`config.mk`:
```
export PLATFORM = sky130hd
export DESIGN_NAME = iface_data_arbiter
export DESIGN_NICKNAME = d
export VERILOG_FILES = /design/src/rtl/iface_arb_pkg.sv /design/src/rtl/iface_data_arbiter_rr_pick.sv /design/src/rtl/iface_data_arbiter.sv
export SDC_FILE = /design/constraint.sdc
export NUM_CORES = 1
export LEC_CHECK = 0
export ABC_AREA = 1
export BUFFER_PORTS_ARGS = -buffer_cell sky130_fd_sc_hd__clkbuf_2
export CAP_MARGIN = 15
export CELL_PAD_IN_SITES_DETAIL_PLACEMENT = 0
export CELL_PAD_IN_SITES_GLOBAL_PLACEMENT = 1
export CORE_MARGIN = 5
export CORE_UTILIZATION = 38
export CTS_CLUSTER_DIAMETER = 50
export CTS_CLUSTER_SIZE = 28
export DETAILED_ROUTE_END_ITERATION = 6
export PLACE_DENSITY_LB_ADDON = 0.1
export SYNTH_ARGS = -nofsm -noshare
export SYNTH_HDL_FRONTEND = slang
export SYNTH_SLANG_ARGS = --single-unit
export TNS_END_PERCENT = 100
```
`constraint.sdc`:
```
create_clock -name i_clk -period 5.1 [get_ports i_clk]
set_input_delay 0.255 -clock i_clk [delete_from_list [all_inputs] [get_ports i_clk]]
set_output_delay 0.255 -clock i_clk [all_outputs]
set_load 0.05 [all_outputs]
```
`src/rtl/iface_arb_pkg.sv`:
```
// Shared types and saturating counter helpers for the interface data arbiter.
package iface_arb_pkg;

    typedef enum logic {
        IDLE = 1'b0,
        XFER = 1'b1
    } arb_state_e;

    typedef logic [3:0] beat_cnt_t;
    typedef logic [7:0] idle_cnt_t;

    localparam beat_cnt_t BEAT_CNT_MAX = 4'hF;
    localparam idle_cnt_t IDLE_CNT_MAX = 8'hFF;

    function automatic beat_cnt_t beat_inc(input beat_cnt_t v);
        return (v == BEAT_CNT_MAX) ? v : v + 4'd1;
    endfunction

    function automatic idle_cnt_t idle_inc(input idle_cnt_t v);
        return (v == IDLE_CNT_MAX) ? v : v + 8'd1;
    endfunction

endpackage

```
`src/rtl/iface_data_arbiter_rr_pick.sv`:
```
// Combinational round-robin picker: first requester after ptr_i (wrapping) wins.
module rr_pick #(
    parameter int NUM_REQ = 4,
    parameter int PW      = 2
) (
    input  logic [NUM_REQ-1:0] req_i,
    input  logic [PW-1:0]      ptr_i,
    output logic [NUM_REQ-1:0] grant_o,
    output logic               any_req_o
);

    logic          found_s;
    logic          hit_s;
    logic [PW-1:0] idx_s;

    // Walk ptr+1, ptr+2, ... so the requester at ptr_i is considered last.
    always_comb begin
        grant_o = '0;
        found_s = 1'b0;
        hit_s   = 1'b0;
        idx_s   = '0;
        for (int i = 1; i <= NUM_REQ; i++) begin
            idx_s          = PW'((int'(ptr_i) + i) % NUM_REQ);
            hit_s          = req_i[idx_s] & ~found_s;
            grant_o[idx_s] = grant_o[idx_s] | hit_s;
            found_s        = found_s | hit_s;
        end
    end

    assign any_req_o = |req_i;

endmodule

```
`src/rtl/iface_data_arbiter.sv`:
```
// Packet-oriented round-robin arbiter sharing one registered valid/ready data
// output among NUM_REQ requesters; grants end on last beat, burst cap or idle timeout.
module iface_data_arbiter
    import iface_arb_pkg::*;
#(
    parameter int NUM_REQ      = 4,
    parameter int WIDTH        = 8,
    parameter int MAX_BURST    = 4,
    parameter int IDLE_TIMEOUT = 8
) (
    input  logic                     i_clk,
    input  logic                     i_rst,
    input  logic [NUM_REQ-1:0]       i_req_valid,
    input  logic [NUM_REQ*WIDTH-1:0] i_req_data,
    input  logic [NUM_REQ-1:0]       i_req_last,
    output logic [NUM_REQ-1:0]       o_req_ready,
    output logic [WIDTH-1:0]         o_data,
    output logic                     o_data_valid,
    input  logic                     i_data_ready,
    output logic [NUM_REQ-1:0]       o_grant,
    output logic                     o_busy
);

    localparam int            PW          = (NUM_REQ > 1) ? $clog2(NUM_REQ) : 1;
    localparam beat_cnt_t     MAX_BURST_C = beat_cnt_t'(MAX_BURST);
    localparam idle_cnt_t     TIMEOUT_C   = idle_cnt_t'(IDLE_TIMEOUT);
    localparam logic [PW-1:0] PTR_RST_C   = PW'(NUM_REQ - 1);

    arb_state_e           state_q, state_d;
    logic [PW-1:0]        rr_ptr_q, rr_ptr_d;
    logic [NUM_REQ-1:0]   grant_q, grant_d;
    beat_cnt_t            beat_cnt_q, beat_cnt_d;
    idle_cnt_t            idle_cnt_q, idle_cnt_d;
    logic [WIDTH-1:0]     data_q, data_d;
    logic                 data_valid_q, data_valid_d;

    logic [NUM_REQ-1:0]   pick_s;
    logic                 any_req_s;
    logic [NUM_REQ-1:0]   ready_s;
    logic                 accept_s;
    logic                 last_s;
    logic                 gvalid_s;
    logic                 release_s;
    logic [WIDTH-1:0]     gdata_s;
    logic [PW-1:0]        gidx_s;

    rr_pick #(
        .NUM_REQ (NUM_REQ),
        .PW      (PW)
    ) u_rr_pick (
        .req_i     (i_req_valid),
        .ptr_i     (rr_ptr_q),
        .grant_o   (pick_s),
        .any_req_o (any_req_s)
    );

    // Mux the granted requester's data and index out of the one-hot grant.
    always_comb begin
        gdata_s = '0;
        gidx_s  = '0;
        for (int n = 0; n < NUM_REQ; n++) begin
            gdata_s = gdata_s | (i_req_data[n*WIDTH +: WIDTH] & {WIDTH{grant_q[n]}});
            gidx_s  = gidx_s | (PW'(n) & {PW{grant_q[n]}});
        end
    end

    // Ready only to the granted requester, and only when the output slot frees.
    always_comb begin
        if (state_q == XFER) begin
            ready_s = grant_q & {NUM_REQ{~data_valid_q | i_data_ready}};
        end else begin
            ready_s = '0;
        end
    end

    assign accept_s = |(ready_s & i_req_valid);
    assign gvalid_s = |(grant_q & i_req_valid);
    assign last_s   = |(grant_q & i_req_last);

    // Arbitration FSM with burst and idle counters.
    always_comb begin
        state_d    = state_q;
        rr_ptr_d   = rr_ptr_q;
        grant_d    = grant_q;
        beat_cnt_d = beat_cnt_q;
        idle_cnt_d = idle_cnt_q;
        release_s  = 1'b0;
        case (state_q)
            IDLE: begin
                if (any_req_s) begin
                    grant_d = pick_s;
                    state_d = XFER;
                end else begin
                    grant_d = '0;
                end
                beat_cnt_d = '0;
                idle_cnt_d = '0;
            end
            XFER: begin
                if (accept_s) begin
                    beat_cnt_d = beat_inc(beat_cnt_q);
                    idle_cnt_d = '0;
                    release_s  = last_s | (beat_cnt_d >= MAX_BURST_C);
                end else if (!gvalid_s) begin
                    idle_cnt_d = idle_inc(idle_cnt_q);
                    release_s  = (idle_cnt_d >= TIMEOUT_C);
                end else begin
                    idle_cnt_d = idle_cnt_q;
                end
                if (release_s) begin
                    state_d    = IDLE;
                    grant_d    = '0;
                    rr_ptr_d   = gidx_s;
                    beat_cnt_d = '0;
                    idle_cnt_d = '0;
                end else begin
                    state_d = XFER;
                end
            end
            default: begin
                state_d = IDLE;
                grant_d = '0;
            end
        endcase
    end

    // Output slot: load on accept, otherwise drain on downstream ready.
    always_comb begin
        data_d       = data_q;
        data_valid_d = data_valid_q;
        if (accept_s) begin
            data_d       = gdata_s;
            data_valid_d = 1'b1;
        end else if (i_data_ready) begin
            data_valid_d = 1'b0;
        end else begin
            data_valid_d = data_valid_q;
        end
    end

    // State and output registers.
    always_ff @(posedge i_clk) begin
        if (i_rst) begin
            state_q      <= IDLE;
            rr_ptr_q     <= PTR_RST_C;
            grant_q      <= '0;
            beat_cnt_q   <= '0;
            idle_cnt_q   <= '0;
            data_q       <= '0;
            data_valid_q <= 1'b0;
        end else begin
            state_q      <= state_d;
            rr_ptr_q     <= rr_ptr_d;
            grant_q      <= grant_d;
            beat_cnt_q   <= beat_cnt_d;
            idle_cnt_q   <= idle_cnt_d;
            data_q       <= data_d;
            data_valid_q <= data_valid_d;
        end
    end

    assign o_req_ready  = ready_s;
    assign o_data       = data_q;
    assign o_data_valid = data_valid_q;
    assign o_grant      = grant_q;
    assign o_busy       = (state_q == XFER);

endmodule
```
==> impl_results.md, run 1 <==
* Status: completed
* Starting DRT DRC Count at 159
* Final hold violation count at 0
* Die footprint at 0.006745 mm2
* Register area share after synthesis at between 20% and 30%
* CP Launch Type: flop
* Final Cycle Share at approximately three fifths
* Mapped cell area at around 0.0020 mm2
* DRT Wirelength at between 5000 and 6000 um
* Dpl hpwl at roughly 4500 um
* Port Buffers at 60
* FF+latch count, synth at 28
* Post-synth ARST share at 0%
* Final Util at 46.75%
* Int Power at 0.0003614 W
* Hold crit path type: input port to flop
* Via-to-Cell Ratio at 5.023
* Max cap viols at 0
* Final setup fails at 0
* Max Transition Viols Final at 0
* Clk_skew at between 0.001 and 0.0015 ns
* DRC at 0
* Leak at 1.133 nW
* Skew-Pair Late Insertion Delay at 0.27 ns
* Unrepaired setup endpoints after global routing: no
* Switching share of power at 37.42%
* Largest net degree at the start of global routing at 20
* Initial core utilization at 38.95%
* Hold bufs inserted after CTS at 0
* Most frequent cell after synthesis: nand2_1
* GPL Wtd Cong at 0.8661
* Slew @ Worst Pin at roughly 1.1 ns
* Clk pwr share at 23.5%
* Yosys top cell area share at ~28%
* Via count at between 2000 and 2500
* Core area at 0.005075 mm2
* Combinational share of power at 31.8%
* Post-CTS Resized at 0
* Diodes inserted at 0
* Pwr Density at 243.5 mW/mm2
* Placed Area at about 0.0023 mm2
* Crit. End Element: flop
* Layout area overhead at 20.00%
* Largest cells by area after synthesis: dfxtp_1 28%, nand2_1 18%, nand3_1 7.6%
* Min Tclk post-route at 3.101 ns
* Cell count after synthesis at 307
* Row count at 26
* CTS H-tree depth at 1
* Sink Count at 28
* CTS tree: yes
* Ys Warns at 0
* # Post-CTS Setup Buffers at 0
* Global-route wire length before repair at 9121 um
* Cell area after layout at 0.002372 mm2
* Distinct cells, synth at 33
* Vias in the first global route at 1965
* Root Driver: clkbuf_8
* Avg Cell Area, Syn at 6.439 um2
* Overflow after GRT at 0
* CP Data Arrival Time at 3.27 ns
* Nets at 416
* Clock Path Buffers at 2
* Most frequent cells after synthesis: 97 x nand2_1, 30 x nand3_1, 28 x dfxtp_1
* Number of synthesized flops with an enable pin at 0
* Max transition margin at 27.93%
* Worst Path Max Fanout at 16
* Die height at between 80 and 90 um
* Sw power at about 0.00022 W
* DR WL/cell at 13.26 um
* Largest area contributor in the netlist: dfxtp_1
* Die Width at 82.13 um
* TNS Setup at 0 ns
* Synthesized Nets at 360
* Ports at 61
* First drt pass iteration count at 4
* Share of cells above drive strength 1 at 24.31%
* Crit Path Category: flop to flop
* VDD IR max at 0.0001322 V
* Clk pin slew, worst setup/hold paths at 0.09 ns
* Sequential power share at 44.7%
* FMAX at 322.5 MHz
* Critical Path RT at 5.27 ns
* Routed Antenna Nets at 0
* Primary FF master, synth: dfxtp_1
* Total CTS buffers at 3
* Initial antenna violation count at 0
* GRT Total Usage at 17.14%
==> cell families (layout without fill, tap and decap cells) <==
| group | Yosys count | after routing | synth area share (%) |
|---|---|---|---|
| adder cells (fa/ha/maj) | 10 | 10 | 6.329 |
| AO/OA/AOI/OAI | 51 | 51 | 16.39 |
| XOR/XNOR | 4 | 4 | 1.772 |
| flip-flops | 28 | 28 | 28.35 |
| AND/OR/NAND/NOR | 172 | 172 | 38.48 |
| buffers and inverters | 42 | 97 | 8.671 |
==> routing by layer <==
metal | up-vias | routed length, um | GRT usage [%]
li1 | 1141 | - | -
met1 | 977 | 2620 | 23.40
met2 | 48 | 2811 | 28.92
met3 | 4 | 255 | 2.169
met4 | 0 | 42 | 3.488
met5 | - | 0 | 0
==> metrics by stage <==
stage	std cells	setup WS (ns)	hold slack [ns]	total power (W)
floorplan	307	2.053	0.4261	0.0003918
global placement	428	2.085	0.4412	0.0004482
detailed placement	428	2.078	0.4464	0.0004476
CTS	432	2.048	0.2787	0.0005839
global route	432	1.623	0.2950	0.0006163
finish	432	1.999	0.2829	0.0005776
==> power groups by stage <==
stage	logic [W]	registers [W]	clock network [W]
3_3_place_gp	0.000185	0.000263	0
2_1_floorplan	0.0000983	0.000294	0
5_1_grt	0.000202	0.000261	0.000153
6_report	0.000183	0.000258	0.000136
3_5_place_dp	0.000184	0.000263	0
4_1_cts	0.000185	0.000258	0.000140
==> placed cells by master, fill, tap and decap left out, types with 7 or more instances in the layout <==
cell | Yosys | final
nand3_1 | 30 | 30
o21ai_0 | 15 | 15
a21oi_1 | 12 | 12
ha_1 | 10 | 10
clkbuf_2 | 0 | 60
nor2_1 | 17 | 17
inv_1 | 19 | 19
nor3_1 | 8 | 8
nand2_1 | 97 | 97
dfxtp_1 | 28 | 28
nand4_1 | 7 | 7
inv_2 | 13 | 13
a221oi_1 | 9 | 9
==> worst paths after layout <==
path	start	end	slack, ns	cells after the start
hold reg to reg	beat_cnt_q[3]	beat_cnt_q[3]	0.46	2
setup / recovery	rr_ptr_q[0]	o_grant[0]	2.00	18
hold / removal	i_req_data[0]	o_data[0]	0.28	3
setup reg to reg	rr_ptr_q[0]	o_grant[0]	2.00	18
==> registers in the layout, indices dropped and copies added (netlist names) <==
register and cells:
o_data_valid 1, o_grant 4, idle_cnt_q 8, rr_ptr_q 2, beat_cnt_q 4, o_busy 1
o_data 8
==> worst max-delay path, stage by stage (launching register included) <==
cell and delay [ns]:
dfxtp_1 0.71, inv_2 0.27, ha_1 0.41, inv_1 0.13, nand3_2 0.13, nand4_1 0.09
nand3_1 0.08, nand2_1 0.14, nand3_1 0.12, nand3_1 0.09, nand3_1 0.08, nand2_1 0.13
nand3_1 0.11, nand3_1 0.09, nand3_1 0.08, nand2_1 0.13, nand3_1 0.08, nand2_1 0.07
nand2_1 0.05
==> cell type report <==
class / instances / area, um2
clock buffers: 4 / 55.05
fillers: 563 / 2703
inverters: 33 / 123.9
multi-input cells: 237 / 1245
flip-flops and latches: 28 / 560.5
well taps: 70 / 87.58
repair buffers: 60 / 300.3
Power figures use the tool's default switching activity.
==> run 2, diff against run 1 <==
Settings changed: ABC_AREA 1 to 0, CORE_UTILIZATION 38 to 37.
Clock period 5.1 ns to 2.9 ns, I/O delays scaled along.
==> impl_results.md, run 2 <==
* Row count at 26 (unchanged)
* Largest cells by area after synthesis: dfxtp_1 28%, a22oi_1 6.8%, ha_1 6.3%
* Distinct cells, synth at 54 (+64%)
* Min-Delay Endpoint: o_data[6]
* Die footprint at 0.006921 mm2 (+2.6%)
* Wl on met1 at 2543 um (-2.9%)
* Share of cells above drive strength 1 at 29.21% (+4.9 points)
* VDD IR max at 0.0002803 V (+110%)
* Final Cycle Share at 94.28% (+33 points)
* Vias in the first global route at 1909 (-2.8%)
* Unrepaired setup endpoints after global routing: no
* GPL Wtd Cong at 0.8578 (-0.96%)
* Avg Cell Area, Syn at 8.327 um2 (+29%)
* Max cap viols at 0 (unchanged)
* Largest area contributor in the netlist: dfxtp_1
* Placed Area at 0.002361 mm2 (+1.9%)
* Cell count after synthesis at 238 (-22%)
* Clock Path Buffers at 2 (unchanged)
* Routed Antenna Nets at 0 (unchanged)
* Nets at 345 (-17%)
* Die Width at 83.19 um (+1.3%)
* Worst r2r dst: o_grant[2]
* CTS tree: yes
* Via-to-Cell Ratio at 5.609 (+12%)
* Most common cell after layout, fill and taps aside: clkbuf_2
* Sink Count at 28 (unchanged)
* Initial antenna violation count at 0 (unchanged)
* DRT Wirelength at 5751 um (+0.38%)
* Critical Path RT at 3.07 ns (-2.20 ns)
* Max Transition Viols Final at 0 (unchanged)
* Layout area overhead at 23.55%
* TNS Setup at 0 ns (unchanged)
* Min Tclk post-route at 2.734 ns (-0.3669 ns)
* Port Buffers at 60 (unchanged)
* Yosys top cell area share at 28.28% (-0.072 points)
* FMAX at 365.8 MHz (+13%)
* DR WL/cell at 15.93 um (+20%)
* Ys Warns at 0 (unchanged)
* Slew @ Worst Pin at 0.7074 ns (-0.3600 ns)
* R2R setup slack at 0.17 ns (-1.83 ns)
* Reg2Reg Launch Point: rr_ptr_q[0]
* First drt pass iteration count at 4 (unchanged)
* Metal2 WL at 2677 um (-4.8%)
* Most frequent cells after synthesis: 28 x dfxtp_1, 24 x nor2_1, 18 x a22oi_1
* Worst Path Max Fanout at 11 (-5)
* Global-route wire length before repair at 9280 um (+1.7%)
* Initial core utilization at 38.56% (-0.40 points)
* Leak at 1.011 nW (-11%)
* Ports at 61 (unchanged)
* Hold crit path type: input port to flop
* Most frequent cell after synthesis: dfxtp_1
* Worst Reg-to-Reg Cells at 9 (-9)
* Tot Pwr at 0.001029 W (+78%)
* DRC at 0 (unchanged)
* Post-CTS Resized at 0 (unchanged)
* GRT Total Usage at 15.90% (-1.2 points)
* # Post-CTS Setup Buffers at 0 (unchanged)
* Post-synth ARST share at 0% (unchanged)
* Mapped cell area at 0.001982 mm2 (+0.25%)
* Max layer used: met4
* Total CTS buffers at 3 (unchanged)
* Clk pin slew, worst setup/hold paths at 0.09 ns (about the same)
* CTS H-tree depth at 1 (unchanged)
* Crit. End Element: flop
* Primary FF master, synth: dfxtp_1
* Max transition margin at 52.74% (+25 points)
* FF+latch count, synth at 28 (unchanged)
* Final worst setup slack at 0.1660 ns (-1.833 ns)
* Via count at 2025 (-6.7%)
* Cell depth of the worst hold path at 3 (unchanged)
* Largest net degree at the start of global routing at 19 (-5.0%)
* Final setup fails at 0 (unchanged)
* Met3 Routed Length at 504 um (+98%)
* Skew-Pair Late Insertion Delay at 0.28 ns (about the same)
* Clk_skew at 0.009285 ns (+0.008118 ns)
* Pwr Density at 420.3 mW/mm2 (+73%)
* Core area at 0.005140 mm2 (+1.3%)
* Final hold violation count at 0 (unchanged)
* Commonest cells after routing, fill and taps aside: 60 x clkbuf_2, 27 x dfxtp_1, 24 x nor2_1, 18 x a22oi_1, 16 x nand2_1
* Crit Path Category: flop to flop
* Synthesized Nets at 291 (-19%)
* Hold Startpoint: i_req_data[22]
* Dpl hpwl at 4250 um (-4.9%)
* Hold bufs inserted after CTS at 0 (unchanged)
* Register area share after synthesis at 28.28% (-0.072 points)
* Cell area after layout at 0.002449 mm2 (+3.2%)
* Starting DRT DRC Count at 89 (-44%)
* CP Launch Type: flop
* Pre-CTS WS at 0.1153 ns (-1.962 ns)
* Die height at 83.19 um (+1.3%)
* Overflow after GRT at 0 (unchanged)
* Root Driver: clkbuf_8
* Status: completed
* Diodes inserted at 0 (unchanged)
* CP Data Arrival Time at 2.90 ns (-0.37 ns)
* Number of synthesized flops with an enable pin at 0 (unchanged)
## run 2: area by class of cell
| class | instances | area, um2 |
|---|---|---|
| multi-input cells | 183 | 1335 |
| fillers | 540 | 2691 |
| inverters | 8 | 30.03 |
| clock inverters | 1 | 30.03 |
| clock buffers | 3 | 41.29 |
| well taps | 70 | 87.58 |
| flip-flops and latches | 28 | 564.3 |
| repair buffers | 68 | 360.3 |
## run 2: cell families after synthesis
| kind of cell | after synthesis | share of synthesized area (%) |
|---|---|---|
| compound gates | 76 | 29.55 |
| flops | 28 | 28.28 |
| simple gates | 87 | 23.11 |
| mux | 6 | 5.239 |
| fa+ha+maj | 10 | 6.313 |
| xor+xnor | 4 | 1.767 |
| buf+inv | 27 | 5.744 |
## run 2: critical path, cell delays in order, from the launching register on
cell	delay (ns)
dfxtp_4	0.43
inv_2	0.10
ha_4	0.31
mux4_2	0.37
mux2_4	0.35
a21o_1	0.20
a211oi_2	0.22
o21ai_1	0.09
a32o_2	0.27
a221o_1	0.29
## run 2: layer usage
| layer | vias up | global-route usage, % |
|---|---|---|
| met2 | 90 | 26.17 |
| met3 | 2 | 5.545 |
| li1 | 1012 | - |
| met4 | 0 | 2.229 |
| met1 | 921 | 20.53 |
| met5 | - | 0 |
## run 2: power by group
part / internal (W) / total, W / switching, W
clock: 0.000185 / 0.000310 / 0.000126
sequential: 0.000407 / 0.000432 / 0.0000252
combinational: 0.000103 / 0.000286 / 0.000183
total: 0.000695 / 0.00103 / 0.000334
## run 2: how the worst max path moves through the flow
stage                      from          to  slack [ns]  cells past startpoint
floorplan           rr_ptr_q[0]  o_grant[0]       0.001                     12
global placement    rr_ptr_q[0]  o_grant[0]        0.12                      9
detailed placement  rr_ptr_q[0]  o_grant[1]        0.12                      9
CTS                 rr_ptr_q[0]  o_grant[2]        0.09                      9
global route        rr_ptr_q[0]  o_grant[0]        0.06                      9
finish              rr_ptr_q[0]  o_grant[2]        0.17                      9
## run 2: per-stage QoR
stage	hold WS, ns	instances	utilization, %
floorplan	0.4046	238	-
CTS	0.2086	361	47.32
global placement	0.4714	357	45.93
finish	0.2179	361	47.64
detailed placement	0.4727	357	45.93
global route	0.2112	361	47.64
==> run 3, diff against run 2 <==
Settings changed: CORE_MARGIN 5 to 4, CTS_CLUSTER_SIZE 28 to default.
==> impl_results.md, run 3 (same netlist as run 2, synthesis figures left out) <==
* Vias in the first global route at 1966 (+3.0%)
* Non-filler cells, final at 360 (-0.28%)
* Overflow after GRT at 0 (unchanged)
* Hold crit path type: input port to flop
* Initial core utilization at 38.56% (unchanged)
* GR Util met1 at 23.28% (+2.8 points)
* Max cap viols at 0 (unchanged)
* DRC at 0 (unchanged)
* Final Cycle Share at 95.95% (+1.7 points)
* Fill cells at 553 (+2.4%)
* Final setup fails at 0 (unchanged)
* DR WL/cell at 15.66 um (-1.7%)
* Die Width at 81.19 um (-2.4%)
* Slew @ Worst Pin at 0.6615 ns (-0.04599 ns)
* Layout area overhead at 22.47%
* Share of cells above drive strength 1 at 28.62% (-0.59 points)
* Sink Count at 28 (unchanged)
* VDD IR max at 0.0002525 V (-9.9%)
* Clock Path Buffers at 2 (unchanged)
* Clk pin slew, worst setup/hold paths at 0.09 ns (about the same)
* Max Transition Viols Final at 0 (unchanged)
* Worst Path Max Fanout at 13 (+2)
* Pwr Density at 422.7 mW/mm2 (+0.57%)
* Reg2Reg Launch Point: rr_ptr_q[0]
* Cell depth of the worst hold path at 3 (unchanged)
* CTS H-tree depth at 1 (unchanged)
* CP Launch Type: flop
* Met3 Usage GRT at 3.104% (-2.4 points)
* Total CTS buffers at 3 (unchanged)
* DRT Wirelength at 5636 um (-2.0%)
* Skew-Pair Late Insertion Delay at 0.28 ns (about the same)
* First drt pass iteration count at 4 (unchanged)
* Commonest cells after routing, fill and taps aside: 60 x clkbuf_2, 27 x dfxtp_1, 24 x nor2_1, 18 x a22oi_1, 16 x nand2_1
* TNS Setup at 0 ns (unchanged)
* Min Tclk post-route at 2.782 ns (+0.04845 ns)
* Unrepaired setup endpoints after global routing: no
* Dpl hpwl at 4301 um (+1.2%)
* Leak at 1.003 nW (-0.82%)
* Clk_skew at 0.003203 ns (-0.006082 ns)
* Most common cell after layout, fill and taps aside: clkbuf_2
* Crit Path Category: flop to flop
* Ports at 61 (unchanged)
* CP Data Arrival Time at 2.95 ns (+0.05 ns)
* GPL Wtd Cong at 0.8114 (-5.4%)
* Largest net degree at the start of global routing at 19 (unchanged)
* Final hold violation count at 0 (unchanged)
* Crit. End Element: flop
* FMAX at 359.4 MHz (-1.7%)
* Hold bufs inserted after CTS at 0 (unchanged)
* Hold Startpoint: i_req_data[30]
* Placed cells at 356 (-0.28%)
* Status: completed
* GRT Total Usage at 17.95% (+2.0 points)
* Via-to-Cell Ratio at 5.569 (-0.71%)
* M2 GR Usage at 31.03% (+4.9 points)
* GR peak layer: met2
* Critical Path RT at 3.07 ns (about the same)
* Max transition margin at 55.81% (+3.1 points)
* Initial antenna violation count at 0 (unchanged)
* Root Driver: clkbuf_8
* Die footprint at 0.006592 mm2 (-4.8%)
* Routed Antenna Nets at 0 (unchanged)
* Row count at 26 (unchanged)
* Nets at 344 (-0.29%)
* Register area at 564.3 um2 (unchanged)
* Via count at 2005 (-0.99%)
* Diodes inserted at 0 (unchanged)
* Worst Reg-to-Reg Cells at 9 (unchanged)
* Port Buffers at 60 (unchanged)
* Global-route wire length before repair at 9315 um (+0.38%)
* Die height at 81.19 um (-2.4%)
* Footprint of the multi-input gates at 0.001321 mm2 (-1.0%)
* CP Launch Point: rr_ptr_q[0]
* Starting DRT DRC Count at 83 (-6.7%)
* CTS tree: yes
* Core area at 0.005140 mm2 (unchanged)
==> run 3: cell count changes in the layout (fill, tap and decap cells not counted), sizes merged <==
cell  delta
buf      -1
==> run 3: what timing repair did <==
action | in CTS | in global routing
setup buffers | 0 | 0
gates resized for setup | 0 | 1
setup endpoints to repair | 0 | 4
==> run 3: path summary, 6_finish.rpt <==
check                                endpoint  slack, ns
worst min register to register  idle_cnt_q[7]       0.50
worst max-delay path               o_grant[0]       0.12
worst max register to register     o_grant[0]       0.12
worst min-delay path                o_data[6]       0.21
==> run 3: power breakdown <==
| part | switching (W) | internal, W |
|---|---|---|
| Combinational | 0.000181 | 0.000102 |
| Clock | 0.000125 | 0.000185 |
| Sequential | 0.0000257 | 0.000407 |
==> run 3: worst max-delay path: stages, from the launching register on <==
cell and delay [ns]:
dfxtp_4 0.44, inv_2 0.10, ha_4 0.31, mux4_2 0.37, mux2_4 0.35, a21o_1 0.19, a21oi_2 0.21, a2111oi_0 0.14
a32o_2 0.27, a221o_1 0.30
==> run 3: metrics by stage <==
stage	total power (W)	setup WS, ns	hold WS, ns	cell area [um2]	utilization (%)
after floorplan	0.0006410	0.001249	0.4046	2018	-
after global placement	0.0007277	0.1235	0.4691	2354	45.79
after detailed placement	0.0007280	0.07764	0.4720	2354	45.79
after CTS	0.001042	0.05483	0.2067	2425	47.18
after global routing	0.001093	0.01088	0.2117	2427	47.22
final	0.001026	0.1175	0.2077	2427	47.22
==> run 3: cell type report <==
type	count	share of cell area, %
multi-input cells	183	54.43
inverters	8	1.237
flip-flops and latches	28	23.25
clock inverters	1	1.237
repair buffers	67	14.54
clock buffers	3	1.701
well taps	70	3.608
==> run 3: per-layer routing <==
layer / vias up / part of all wire (%)
met3: 7 / 5.3
met1: 939 / 44
met2: 56 / 50
met4: 0 / 0.94
li1: 1003 / -
met5: - / 0
